<file path="config.mk">
export PLATFORM = sky130hd
export DESIGN_NAME = host_bus_interface
export DESIGN_NICKNAME = d
export VERILOG_FILES = /design/src/rtl/host_bus_interface.sv
export SDC_FILE = /design/constraint.sdc
export NUM_CORES = 1
export LEC_CHECK = 0
export CAP_MARGIN = 10
export CORE_UTILIZATION = 30
export CTS_CLUSTER_DIAMETER = 120
export CTS_CLUSTER_SIZE = 28
export DETAILED_ROUTE_END_ITERATION = 6
export PLACE_DENSITY_LB_ADDON = 0.1
export SYNTH_ARGS = -nofsm -noshare
export SYNTH_HDL_FRONTEND = slang
export SYNTH_SLANG_ARGS = --single-unit
</file>
<file path="constraint.sdc">
create_clock -name clock -period 1.6 [get_ports clock]
set_input_delay 0.32 -clock clock [delete_from_list [all_inputs] [get_ports clock]]
set_output_delay 0.32 -clock clock [all_outputs]
set_load 0.01 [all_outputs]
</file>
<file path="src/rtl/host_bus_interface.sv">
`default_nettype none
// ============================================================================
// Module   : host_bus_interface
// Purpose  : Synchronous front end for an asynchronous, DTACK-style host bus.
//            The host strobes are brought into the clock domain through
//            two-flop synchronisers. Each accepted host write becomes a
//            single-cycle reg_wr_strobe with stable address/data. Each host
//            read is served from the packed register contents and pulses
//            reg_rd_strobe. The host is acknowledged with host_ack_n.
// Ports    :
//   clock          in   system clock, rising-edge active
//   reset_n        in   asynchronous active-low reset
//   host_cs_n      in   host chip select (async, active low)
//   host_wr_n      in   host write strobe (async, active low)
//   host_rd_n      in   host read strobe (async, active low)
//   host_address   in   host address, stable while host_cs_n low
//   host_data_in   in   host write data, stable while host_cs_n low
//   host_data_out  out  read data to host
//   host_data_oe   out  drive enable for host_data_out
//   host_ack_n     out  cycle acknowledge, active low
//   host_error     out  sticky protocol error (cleared by reset only)
//   reg_address    out  latched register address
//   reg_data       out  latched write data
//   reg_wr_strobe  out  one-cycle write pulse
//   reg_rd_strobe  out  one-cycle read pulse
//   rd_data        in   packed register contents, reg i at [i*WIDTH +: WIDTH]
// Revision : 1.0  initial release
// ============================================================================
module host_bus_interface #(
   parameter int COUNT = 4,
   parameter int WIDTH = 8
) (
   input  logic                       clock,
   input  logic                       reset_n,
   input  logic                       host_cs_n,
   input  logic                       host_wr_n,
   input  logic                       host_rd_n,
   input  logic [$clog2(COUNT)-1:0]   host_address,
   input  logic [WIDTH-1:0]           host_data_in,
   output logic [WIDTH-1:0]           host_data_out,
   output logic                       host_data_oe,
   output logic                       host_ack_n,
   output logic                       host_error,
   output logic [$clog2(COUNT)-1:0]   reg_address,
   output logic [WIDTH-1:0]           reg_data,
   output logic                       reg_wr_strobe,
   output logic                       reg_rd_strobe,
   input  logic [COUNT*WIDTH-1:0]     rd_data
);

   localparam int AW = $clog2(COUNT);

   typedef enum logic [2:0] {
      S_RELEASE = 3'd0,
      S_IDLE    = 3'd1,
      S_WRITE   = 3'd2,
      S_READ    = 3'd3,
      S_ACK     = 3'd4
   } state_t;

   state_t state_q, state_d;

   // ------------------------------------------------------------------
   // Strobe synchronisers (reset to the inactive level)
   // ------------------------------------------------------------------
   logic cs_meta_q, wr_meta_q, rd_meta_q;
   logic cs_s_q,    wr_s_q,    rd_s_q;

   // Marks when the second synchroniser stage holds a genuine pin sample
   // rather than its reset value. Without it, RELEASE would see the reset
   // value 1 as "cs released" and a cycle left pending across reset would
   // be executed as soon as the pipeline filled.
   logic [1:0] sync_fill_q;
   logic       sync_valid;

   always_ff @(posedge clock or negedge reset_n) begin
      if (!reset_n) begin
         cs_meta_q   <= 1'b1;
         wr_meta_q   <= 1'b1;
         rd_meta_q   <= 1'b1;
         cs_s_q      <= 1'b1;
         wr_s_q      <= 1'b1;
         rd_s_q      <= 1'b1;
         sync_fill_q <= 2'b00;
      end else begin
         cs_meta_q   <= host_cs_n;
         wr_meta_q   <= host_wr_n;
         rd_meta_q   <= host_rd_n;
         cs_s_q      <= cs_meta_q;
         wr_s_q      <= wr_meta_q;
         rd_s_q      <= rd_meta_q;
         sync_fill_q <= {sync_fill_q[0], 1'b1};
      end
   end

   assign sync_valid = sync_fill_q[1];

   // ------------------------------------------------------------------
   // Read-data word select
   // ------------------------------------------------------------------
   logic [WIDTH-1:0] rd_words [COUNT];

   for (genvar gi = 0; gi < COUNT; gi++) begin : g_unpack
      assign rd_words[gi] = rd_data[gi*WIDTH +: WIDTH];
   end

   // ------------------------------------------------------------------
   // Registered datapath / outputs
   // ------------------------------------------------------------------
   logic [AW-1:0]    addr_q,  addr_d;
   logic [WIDTH-1:0] data_q,  data_d;
   logic [WIDTH-1:0] dout_q,  dout_d;
   logic             oe_q,    oe_d;
   logic             err_q,   err_d;
   logic             ack_n_q, ack_n_d;
   logic             wr_stb_q, wr_stb_d;
   logic             rd_stb_q, rd_stb_d;

   always_ff @(posedge clock or negedge reset_n) begin
      if (!reset_n) begin
         state_q  <= S_RELEASE;
         addr_q   <= '0;
         data_q   <= '0;
         dout_q   <= '0;
         oe_q     <= 1'b0;
         err_q    <= 1'b0;
         ack_n_q  <= 1'b1;
         wr_stb_q <= 1'b0;
         rd_stb_q <= 1'b0;
      end else begin
         state_q  <= state_d;
         addr_q   <= addr_d;
         data_q   <= data_d;
         dout_q   <= dout_d;
         oe_q     <= oe_d;
         err_q    <= err_d;
         ack_n_q  <= ack_n_d;
         wr_stb_q <= wr_stb_d;
         rd_stb_q <= rd_stb_d;
      end
   end

   // ------------------------------------------------------------------
   // Next-state and next-output logic
   // ------------------------------------------------------------------
   always_comb begin
      state_d = state_q;
      addr_d  = addr_q;
      data_d  = data_q;
      dout_d  = dout_q;
      oe_d    = oe_q;
      err_d   = err_q;

      case (state_q)
         S_RELEASE: begin
            if (sync_valid && cs_s_q) begin
               state_d = S_IDLE;
            end
         end
         S_IDLE: begin
            if (!cs_s_q) begin
               if (!wr_s_q && !rd_s_q) begin
                  // Both strobes low is illegal: flag it, drop the cycle
                  // and wait for the host to release chip select.
                  err_d   = 1'b1;
                  state_d = S_RELEASE;
               end else if (!wr_s_q) begin
                  addr_d  = host_address;
                  data_d  = host_data_in;
                  state_d = S_WRITE;
               end else if (!rd_s_q) begin
                  addr_d  = host_address;
                  dout_d  = rd_words[host_address];
                  oe_d    = 1'b1;
                  state_d = S_READ;
               end
            end
         end
         S_WRITE, S_READ: begin
            // The strobe has been issued; always acknowledge at least one
            // cycle even if the host already aborted.
            state_d = S_ACK;
         end
         S_ACK: begin
            if (cs_s_q) begin
               oe_d    = 1'b0;
               state_d = S_IDLE;
            end
         end
         default: begin
            state_d = S_RELEASE;
         end
      endcase

      // Strobes and ack are registered copies of the next-state decode so
      // they leave flops directly and cannot glitch.
      wr_stb_d = (state_d == S_WRITE);
      rd_stb_d = (state_d == S_READ);
      ack_n_d  = (state_d != S_ACK);
   end

   assign host_data_out = dout_q;
   assign host_data_oe  = oe_q;
   assign host_ack_n    = ack_n_q;
   assign host_error    = err_q;
   assign reg_address   = addr_q;
   assign reg_data      = data_q;
   assign reg_wr_strobe = wr_stb_q;
   assign reg_rd_strobe = rd_stb_q;

endmodule
`default_nettype wire
</file>
==> key figures, run 1 <==
Die
  • Die Ht: 70.1 um
  • Site row count: 24
  • Die area: 4920 um^2
  • Die width: roughly 70 um
  • # IOs: 70
  • Core Area: ~4400 um^2
  • Initial Utilization: a little under a third

STA
  • Fin. Hold Viols: 0
  • Slew Limit Fails: 0
  • RSZ-0062 raised after global routing: yes
  • Fmax achieved: ~640 MHz
  • Tcrit/Tclk final: between 90% and 100%
  • Final WS setup: 0.0396 ns
  • Setup Skew: 0.00255 ns
  • Min Tclk post-route: about 1.6 ns
  • Final setup viols: 0

Finish
  • Commonest non-fill, non-tap cell in the layout: clkdlybuf4s50_1
  • Finished Core Util: 51.6%
  • N_diodes: 0
  • Most frequent cells in the layout: clkdlybuf4s50_1, dfrtp_1, mux2_2, mux4_2, dfstp_2
  • Register area: approximately 860 um^2
  • Fillers: 380
  • Post-Layout Inst Area: around 2300 um^2
  • Area delta synth->final: 63.7%
  • Area of the multi-input gates: approximately 510 um^2
  • Nets: 213
  • Layout cells sized above 1: around 30%

Clocking
  • CTS Buf Count: 5
  • CTS tree: yes
  • Root Driver: clkbuf_8
  • Clock latency at the later pin of the worst-skew pair: about 0.28 ns
  • Post-CTS Setup Bufs: 0
  • Clock Sinks: 34
  • H-tree depth: 2
  • Clock transition at path regs: ~0.070 ns
  • Clock buffer depth: 2

Yosys
  • Avg Cell Area, Syn: 16.4 um^2
  • Cells after Synth: 85
  • Yosys reg bits: 34
  • Post-synthesis sequential area ratio: 61.7%
  • Compound-gate portion of the synthesized area: under 10%
  • Adder-cell share of the synthesized area: 0%
  • Mux cell area share after synthesis: between 20 and 30%
  • Syn nets: about 130
  • Synth Cell Area: 1390 um^2
  • Post-synth ARST share: 100%
  • Yosys warnings: 0
  • Synth top area cells: dfrtp_1, mux2_2, dfstp_2
  • Combinational family with the most area after synthesis: multiplexers
  • Top_reg_cell synth: dfrtp_1
  • Simple logic cell fraction of the synthesized area: approximately 5%
  • Synth area leader: dfrtp_1
  • Top cell type's share of synthesized area: approximately half
  • Post-synthesis cell type count: 19
  • Post-synth EDFFs: 0
  • Post-Synth XOR/XNOR Area: 0%

Routing
  • Detailed Route Iter0 Violations: 21
  • Vias: approximately 1000
  • Vias per cell: around 4.6
  • Drt first pass iters: 4
  • WL per Instance: ~13 um
  • Routed met3 length: between 200 and 250 um
  • DRC: 0
  • Wl on met1: 1150 um
  • Drt total wl: roughly 2900 um
  • WL met2: 1440 um
  • Highest routed layer: met4
  • Antenna-violating nets left: 0

Place
  • Buffers added on ports: 69
  • Pre-CTS setup slack: -0.269 ns
  • Final GP Congestion: just under 0.7
  • Detailed placer's ending HPWL: approximately 2300 um
  • Dpl cell area: between 2000 and 2500 um^2

Critical path
  • CP startpoint kind: primary input
  • Worst Path Max Fanout: 5
  • Arr. time, crit path: approximately 1.7 ns
  • Critical path class: primary input to register
  • Critical path required time: roughly 1.8 ns
  • Nature of the critical path endpoint: register

GRT
  • Tot GR Track Use: between 10% and 20%
  • Vias in the first global route: 1098
  • First-pass GRT wire length: between 4000 and 5000 um
  • Initial antenna violation count: 0
  • Largest net degree at the start of global routing: 21
  • Global route overflow: 0

Hold path
  • Worst Hold Class: register to register

Power
  • Power Density: 1320 nW/um^2
  • Leak pwr: 0.000954 uW
  • VDD IR max: roughly 0.59 mV

Run status
  • Outcome: complete, no violations

Run
  • Number of max-cap violations: 0
==> sequential cells by signal, indices dropped and copies added, names as in the netlist <==
name,count
host_data_out,8
reg_data,8
state_q,3
reg_address,2
sync_fill_q,2
cs_meta_q,1
cs_s_q,1
host_ack_n,1
host_data_oe,1
host_error,1
rd_meta_q,1
rd_s_q,1
reg_rd_strobe,1
reg_wr_strobe,1
wr_meta_q,1
wr_s_q,1
==> per-stage QoR <==
stage / TNS, ns / power, uW / hold WS (ns) / cells
floorplan: 0 / 1700 / 0.0244 / 85
global placement: -1.91 / 2390 / 0.271 / 210
detailed placement: -2.02 / 2410 / 0.280 / 210
CTS: 0 / 3070 / 0.352 / 219
global route: -0.348 / 3210 / 0.360 / 219
finish: 0 / 3010 / 0.353 / 219
==> kinds of logic (layout without fill, tap and decap cells) <==
family / after synthesis / count (layout)
other cells: 1 / 1
simple gates: 9 / 9
flops: 34 / 34
mux: 27 / 27
compound gates: 7 / 7
buf+inv: 7 / 89
==> worst paths after layout <==
check,start,to,slack (ns),depth (start not counted)
setup / recovery,host_address[0],host_data_out[2]$_DFFE_PN0P_,0.04,4
hold / removal,cs_meta_q$_DFF_PN1_,cs_s_q$_DFF_PN1_,0.35,0
setup reg to reg,state_q[2]$_DFF_PN0_,host_data_out[2]$_DFFE_PN0P_,0.07,3
hold reg to reg,cs_meta_q$_DFF_PN1_,cs_s_q$_DFF_PN1_,0.35,0
max in group asynchronous,reset_n,reg_data[0]$_DFFE_PN0P_,0.53,3
min in group asynchronous,reset_n,state_q[0]$_DFF_PN0_,0.51,2
==> power breakdown <==
part / internal [uW] / total (uW) / switching (uW)
combinational: 742 / 1090 / 347
sequential: 1140 / 1280 / 144
clock: 347 / 638 / 291
==> worst max-delay path, cell delays in order <==
cell,delay [ns]
clkdlybuf4s50_1,0.48
buf_4,0.17
mux4_2,0.49
mux2_2,0.27
==> cells in the mapped netlist, types with 2 or more instances <==
| cell | n |
|---|---|
| a21oi_1 | 3 |
| dfrtp_1 | 27 |
| mux2_2 | 18 |
| nor2b_1 | 2 |
| nand2_2 | 2 |
| o21ai_0 | 2 |
| nor2_1 | 2 |
| dfstp_2 | 7 |
| mux4_2 | 8 |
| inv_1 | 5 |
==> layer usage <==
metal,GRT usage (%),vias up
li1,-,465
met1,14.6,486
met2,22.2,49
met3,6.06,5
met4,5.33,0
met5,0,-
==> layout make-up <==
| type | instances | area share (%) |
|---|---|---|
| tap | 52 | 2.85 |
| multi-input combinational | 44 | 22.2 |
| clock inverter | 1 | 0.220 |
| sequential | 34 | 37.7 |
| inverter | 5 | 0.823 |
| timing repair buffer | 76 | 32.4 |
| clock buffer | 7 | 3.79 |
==> what timing repair did <==
action                                 in CTS  in global routing
hold buffers                                1                  0
endpoints found under the hold margin      12                  0
resized for setup                           1                  0
setup endpoints to repair                   1                 16
No activity file was read; power rests on OpenSTA's default activity.
==> inputs of run 2 (changes only) <==
--- a/config.mk
+++ b/config.mk
@@ -5,12 +5,12 @@
 export SDC_FILE = /design/constraint.sdc
 export NUM_CORES = 1
 export LEC_CHECK = 0
-export CAP_MARGIN = 10
+export CAP_MARGIN = 20
 export CORE_UTILIZATION = 30
 export CTS_CLUSTER_DIAMETER = 120
 export CTS_CLUSTER_SIZE = 28
 export DETAILED_ROUTE_END_ITERATION = 6
-export PLACE_DENSITY_LB_ADDON = 0.1
+export PLACE_DENSITY = 0.71
 export SYNTH_ARGS = -nofsm -noshare
 export SYNTH_HDL_FRONTEND = slang
 export SYNTH_SLANG_ARGS = --single-unit
==> run 2 against run 1 <==
Effect of this change:
- non-clock buffer count did not move
- setup slack got worse by 0.0061 ns
- final cell count stayed put
- via count down 0.70%
- combinational power grew 4%
- maximum frequency fell by 0.39%
- final area rose by 3.1%
- clock power rose by 49%
- critical endpoint is now host_data_out[7]$_DFFE_PN0P_
- largest power group unchanged
==> key figures, run 2 (synthesis results as in run 1) <==
Die
  • Die Ht: 70.1 um (unchanged)
  • Site row count: 24 (unchanged)
  • # IOs: 70 (unchanged)
  • Initial Utilization: 31.5% (unchanged)
  • Core Area: 4410 um^2 (unchanged)
  • Die area: 4920 um^2 (unchanged)
  • Die width: 70.1 um (unchanged)

Critical path
  • Critical path required time: 1.77 ns (about the same)
  • Critical path class: primary input to register
  • Slowest CP cell: clkdlybuf4s50_1
  • Worst Path Max Fanout: 4 (-1)
  • CP max stage delay: 0.50 ns (about the same)
  • Nature of the critical path endpoint: register
  • Arr. time, crit path: 1.74 ns (+0.02 ns)
  • CP startpoint kind: primary input
  • Worst reg2reg setup slack: 0.11 ns (+0.04 ns)
  • Reg2Reg Depth: 4 (+1)
  • Reg-to-Reg Start: cs_s_q$_DFF_PN1_
  • CP delay by family, top: multiplexers
  • RR Endpoint: host_data_out[6]$_DFFE_PN0P_
  • Worst path buffer plus inverter count: 2 (unchanged)
  • Worst-path cell chain: clkdlybuf4s50_1 -> buf_4 -> mux4_2 -> mux2_2

Finish
  • N_diodes: 0 (unchanged)
  • Nets: 213 (unchanged)
  • Area delta synth->final: 68.7%
  • Commonest non-fill, non-tap cell in the layout: clkdlybuf4s50_1
  • Post-Layout Inst Area: 2350 um^2 (+3.1%)
  • Layout cells sized above 1: 30.5% (+0.60 points)
  • Most frequent cells in the layout: clkdlybuf4s50_1, dfrtp_1, mux2_2, mux4_2, dfstp_2
  • Finished Core Util: 53.2% (+1.6 points)
  • Fin cells: 219 (unchanged)

Power
  • Sw Pwr: 850 uW (+8.6%)
  • Leak pwr: 0.000991 uW (+3.9%)
  • VDD IR max: 0.630 mV (+5.9%)
  • Sequential Power Share: 38.2% (-4.4 points)
  • Sw Ratio: 25.3% (-0.72 points)
  • Clock power frac: 28.3% (+7.1 points)
  • Power Density: 1430 nW/um^2 (+8.4%)
  • Gate power share: 33.5% (-2.7 points)
  • Pint: 2510 uW (+13%)

Routing
  • Drt first pass iters: 2 (-2)
  • WL per Instance: 14.2 um (+7.9%)
  • Antenna-violating nets left: 0 (unchanged)
  • Highest routed layer: met4
  • WL met2: 1470 um (+2.0%)
  • Vias per cell: 4.56 (-0.70%)
  • Routed met3 length: 288 um (+19%)
  • Drt total wl: 3100 um (+7.9%)
  • DRC: 0 (unchanged)
  • Wl on met1: 1310 um (+14%)
  • Vias: 998 (-0.70%)
  • Detailed Route Iter0 Violations: 21 (unchanged)

STA
  • Final setup viols: 0 (unchanged)
  • Fin. Hold Viols: 0 (unchanged)
  • Slew Limit Fails: 0 (unchanged)
  • Tcrit/Tclk final: 97.9% (+0.38 points)
  • RSZ-0062 raised after global routing: no
  • Setup Skew: 0.00500 ns (+0.00246 ns)
  • Min Tclk post-route: 1.57 ns (+0.00610 ns)
  • Fmax achieved: 638 MHz (-0.39%)

Clocking
  • H-tree depth: 2 (unchanged)
  • Hold_buf cts: 0 (-1)
  • Clock transition at path regs: 0.07 ns (about the same)
  • Clock buffer depth: 2 (unchanged)
  • Root Driver: clkbuf_8
  • CTS tree: yes
  • CTS Buf Count: 5 (unchanged)
  • Clock latency at the later pin of the worst-skew pair: 0.29 ns (about the same)
  • Clock Sinks: 34 (unchanged)

Hold path
  • Worst Hold Class: register to register
  • WHS Endpoint: cs_s_q$_DFF_PN1_
  • Worst hold path depth: 0 (unchanged)
  • Hold Path Origin: cs_meta_q$_DFF_PN1_

GRT
  • Largest net degree at the start of global routing: 35 (+67%)
  • Vias in the first global route: 1099 (+0.091%)
  • Tot GR Track Use: 14.3% (+1.0 points)
  • Global route overflow: 0 (unchanged)
  • Initial antenna violation count: 0 (unchanged)
  • First-pass GRT wire length: 5240 um (+6.3%)

Place
  • Final GP Congestion: 0.701 (+3.1%)
  • Dpl cell area: 2200 um^2 (+0.80%)
  • Detailed placer's ending HPWL: 2350 um (+2.7%)
  • Buffers added on ports: 69 (unchanged)
  • Placed insts: 210 (unchanged)

Run
  • Number of max-cap violations: 0 (unchanged)

Run status
  • Outcome: complete, no violations
[run 2: what timing repair did]
action,CTS,global route
setup buffers,0,1
endpoints found under the setup margin,10,16
resized for setup,1,2
pin swaps,1,1
[run 2: worst max path at each step]
stage                     depth (start not counted)                            to                  from
after floorplan                                   3  host_data_out[0]$_DFFE_PN0P_       host_address[0]
after global placement                            4  host_data_out[5]$_DFFE_PN0P_       host_address[0]
after detailed placement                          4  host_data_out[1]$_DFFE_PN0P_       host_address[0]
after CTS                                         3  host_data_out[6]$_DFFE_PN0P_  state_q[2]$_DFF_PN0_
after global routing                              4  host_data_out[5]$_DFFE_PN0P_       host_address[0]
final                                             4  host_data_out[7]$_DFFE_PN0P_       host_address[0]
[run 2: cell type report]
cell class                 instances  area [um^2]
fill                             358         2060
clock inverter                     3         68.8
timing repair buffer              76          758
clock buffer                       5         68.8
sequential                        34          860
tap                               52         65.1
multi-input combinational         44          510
inverter                           5         18.8
[run 2: routing by layer]
layer	GRT usage, %	up-vias
met4	6.00	0
met1	17.5	475
li1	-	464
met3	6.35	5
met5	0	-
met2	22.0	54
[run 2: power groups by stage]
stage | clock (uW) | sequential [uW] | combinational, uW
after floorplan | 0 | 1400 | 295
after global placement | 0 | 1290 | 1110
after detailed placement | 0 | 1300 | 1130
after CTS | 976 | 1290 | 1140
after global routing | 1010 | 1330 | 1200
final | 950 | 1280 | 1130
[run 2: worst reg2reg max path, delay by kind of cell, from the launching register on]
kind | cells | cell delay [ns]
simple gates | 2 | 0.26
buf+inv | 1 | 0.16
mux | 1 | 0.37
flops | 1 | 0.59
[run 2: per-stage QoR]
step / setup WS [ns] / setup TNS [ns] / power, uW / hold WS [ns]
3_3_place_gp: -0.249 / -1.87 / 2390 / 0.335
2_1_floorplan: 0.151 / 0 / 1700 / 0.0244
5_1_grt: 0.00443 / 0 / 3550 / 0.364
3_5_place_dp: -0.282 / -2.08 / 2430 / 0.347
4_1_cts: 0.0218 / 0 / 3400 / 0.356
6_report: 0.0335 / 0 / 3360 / 0.354
==> inputs of run 3 (changes only) <==
--- a/config.mk
+++ b/config.mk
@@ -6,11 +6,11 @@
 export NUM_CORES = 1
 export LEC_CHECK = 0
 export CAP_MARGIN = 20
-export CORE_UTILIZATION = 30
+export CORE_UTILIZATION = 39
 export CTS_CLUSTER_DIAMETER = 120
 export CTS_CLUSTER_SIZE = 28
 export DETAILED_ROUTE_END_ITERATION = 6
-export PLACE_DENSITY = 0.71
+export PLACE_DENSITY = 0.86
 export SYNTH_ARGS = -nofsm -noshare
 export SYNTH_HDL_FRONTEND = slang
 export SYNTH_SLANG_ARGS = --single-unit
==> run 3 against run 2 <==
Effect of this change:
- combinational power shrank 5%
- critical path depth shrank 3
- first-iteration DRC count shrank 48%
- utilization grew 14 points
- critical path type is now register to output pin
==> key figures, run 3 (synthesis results as in run 1) <==
Finish
  • Most frequent cells in the layout: clkdlybuf4s50_1, dfrtp_1, mux2_2, dlymetal6s2s_1, mux4_2
  • Nets: 213 (unchanged)
  • Commonest non-fill, non-tap cell in the layout: clkdlybuf4s50_1
  • N_diodes: 0 (unchanged)
  • Layout cells sized above 1: 29.3% (-1.2 points)
  • Area delta synth->final: 64.4%
  • Post-Layout Inst Area: 2290 um^2 (-2.6%)

Critical path
  • CP startpoint kind: register
  • CP max stage delay: 0.55 ns (+0.05 ns)
  • Worst path buffer plus inverter count: 1 (-1)
  • Worst Path Max Fanout: 2 (-2)
  • Arr. time, crit path: 1.23 ns (-0.51 ns)
  • Number of cells on the critical path: 1 (-3)
  • Reg2Reg Depth: 3 (-1)
  • Worst-path cell chain: clkdlybuf4s50_1
  • Critical path class: register to output pin
  • Critical path required time: 1.28 ns (-0.49 ns)
  • CP delay by family, top: buffers and inverters
  • Nature of the critical path endpoint: output pin
  • Slowest CP cell: clkdlybuf4s50_1

Clocking
  • Post-CTS Setup Bufs: 0 (unchanged)
  • CTS Buf Count: 5 (unchanged)
  • H-tree depth: 2 (unchanged)
  • CTS tree: yes
  • Clock buffer depth: 2 (unchanged)
  • Clock Sinks: 34 (unchanged)
  • Hold_buf cts: 0 (unchanged)
  • Clock latency at the later pin of the worst-skew pair: 0.33 ns (+0.04 ns)
  • Clock transition at path regs: 0.10 ns (+0.03 ns)
  • Post-CTS sizing: 1 (unchanged)
  • Root Driver: clkbuf_4

STA
  • Tcrit/Tclk final: 97.0% (-0.86 points)
  • Min Tclk post-route: 1.55 ns (-0.0137 ns)
  • TNS Setup: 0 ns (unchanged)
  • Slew Limit Fails: 0 (unchanged)
  • RSZ-0062 raised after global routing: no
  • Fin. Hold Viols: 0 (unchanged)
  • Final setup viols: 0 (unchanged)
  • Fmax achieved: 644 MHz (+0.88%)
  • Setup Skew: 0.0124 ns (+0.00740 ns)

Run
  • Number of max-cap violations: 0 (unchanged)

Place
  • Final GP Congestion: 0.719 (+2.6%)
  • Detailed placer's ending HPWL: 2190 um (-6.8%)
  • Buffers added on ports: 69 (unchanged)
  • Dpl cell area: 2200 um^2 (unchanged)

Die
  • Initial Utilization: 41.1% (+9.5 points)
  • Site row count: 21 (-13%)
  • Die width: 61.8 um (-12%)
  • Die Ht: 61.8 um (-12%)
  • Core Area: 3390 um^2 (-23%)
  • Die area: 3810 um^2 (-22%)
  • # IOs: 70 (unchanged)

Power
  • VDD IR max: 0.930 mV (+48%)
  • Power Density: 1230 nW/um^2 (-14%)
  • Leak pwr: 0.00108 uW (+9.0%)

Hold path
  • Worst Hold Class: primary input to async pin

GRT
  • Tot GR Track Use: 17.3% (+3.0 points)
  • Initial antenna violation count: 0 (unchanged)
  • Global route overflow: 0 (unchanged)
  • Largest net degree at the start of global routing: 35 (unchanged)
  • First-pass GRT wire length: 4520 um (-14%)
  • Vias in the first global route: 1063 (-3.3%)

Routing
  • Drt total wl: 2820 um (-9.1%)
  • Vias: 1013 (+1.5%)
  • WL per Instance: 13.2 um (-6.5%)
  • Drt first pass iters: 3 (+1)
  • DRC: 0 (unchanged)
  • Antenna-violating nets left: 0 (unchanged)
  • Vias per cell: 4.76 (+4.4%)
  • Detailed Route Iter0 Violations: 11 (-48%)

Run status
  • Outcome: complete, no violations
-- run 3: cell count changes in the layout (fill, tap and decap cells not counted), sizes merged --
| cell | before | now |
|---|---|---|
| clkdlybuf4s50 | 68 | 54 |
| dlymetal6s2s | 0 | 14 |
| clkbuf | 5 | 8 |
| bufinv | 2 | 0 |
| clkinv | 1 | 0 |
-- run 3: worst paths after layout --
kind / start / slack [ns] / end
worst max-delay path: reg_address[0]$_DFFE_PN0P_ / 0.05 / reg_address[0]
worst min-delay path: reset_n / 0.34 / host_data_oe$_DFFE_PN0P_
worst max register to register: state_q[1]$_DFF_PN0_ / 0.08 / host_data_out[7]$_DFFE_PN0P_
worst min register to register: cs_meta_q$_DFF_PN1_ / 0.34 / cs_s_q$_DFF_PN1_
max in group asynchronous: reset_n / 1.01 / wr_s_q$_DFF_PN1_
min in group clock: cs_meta_q$_DFF_PN1_ / 0.34 / cs_s_q$_DFF_PN1_
-- run 3: report_power, final --
part | total, uW | switching (uW) | internal [uW]
combinational | 1070 | 367 | 705
sequential | 1280 | 143 | 1130
clock | 478 | 261 | 217
total | 2830 | 771 | 2060
-- run 3: cell type report --
cell class	count	area (um^2)
Inverter	5	18.8
Tap cell	46	57.6
Sequential cell	34	860
Multi-Input combinational cell	44	505
Clock buffer	8	58.8
Fill cell	238	1100
Timing Repair Buffer	76	790
-- run 3: layer usage --
layer  vias to the layer above  GRT usage [%]  routed length, um
li1                        468              -                  -
met5                         -              0                  0
met3                         5           7.45                228
met4                         0           7.62                 45
met2                        53           29.2               1480
met1                       487           19.0               1060
-- run 3: metrics by stage --
step	hold WS [ns]	setup WS (ns)	std cells	util [%]	power (uW)
2_1_floorplan	0.0244	0.151	85	-	1700
3_3_place_gp	0.334	-0.240	205	64.8	2390
3_5_place_dp	0.340	-0.262	205	64.8	2430
4_1_cts	0.341	0.00709	213	66.5	2920
5_1_grt	0.352	0.000560	213	67.6	3010
6_report	0.340	0.0473	213	67.6	2830
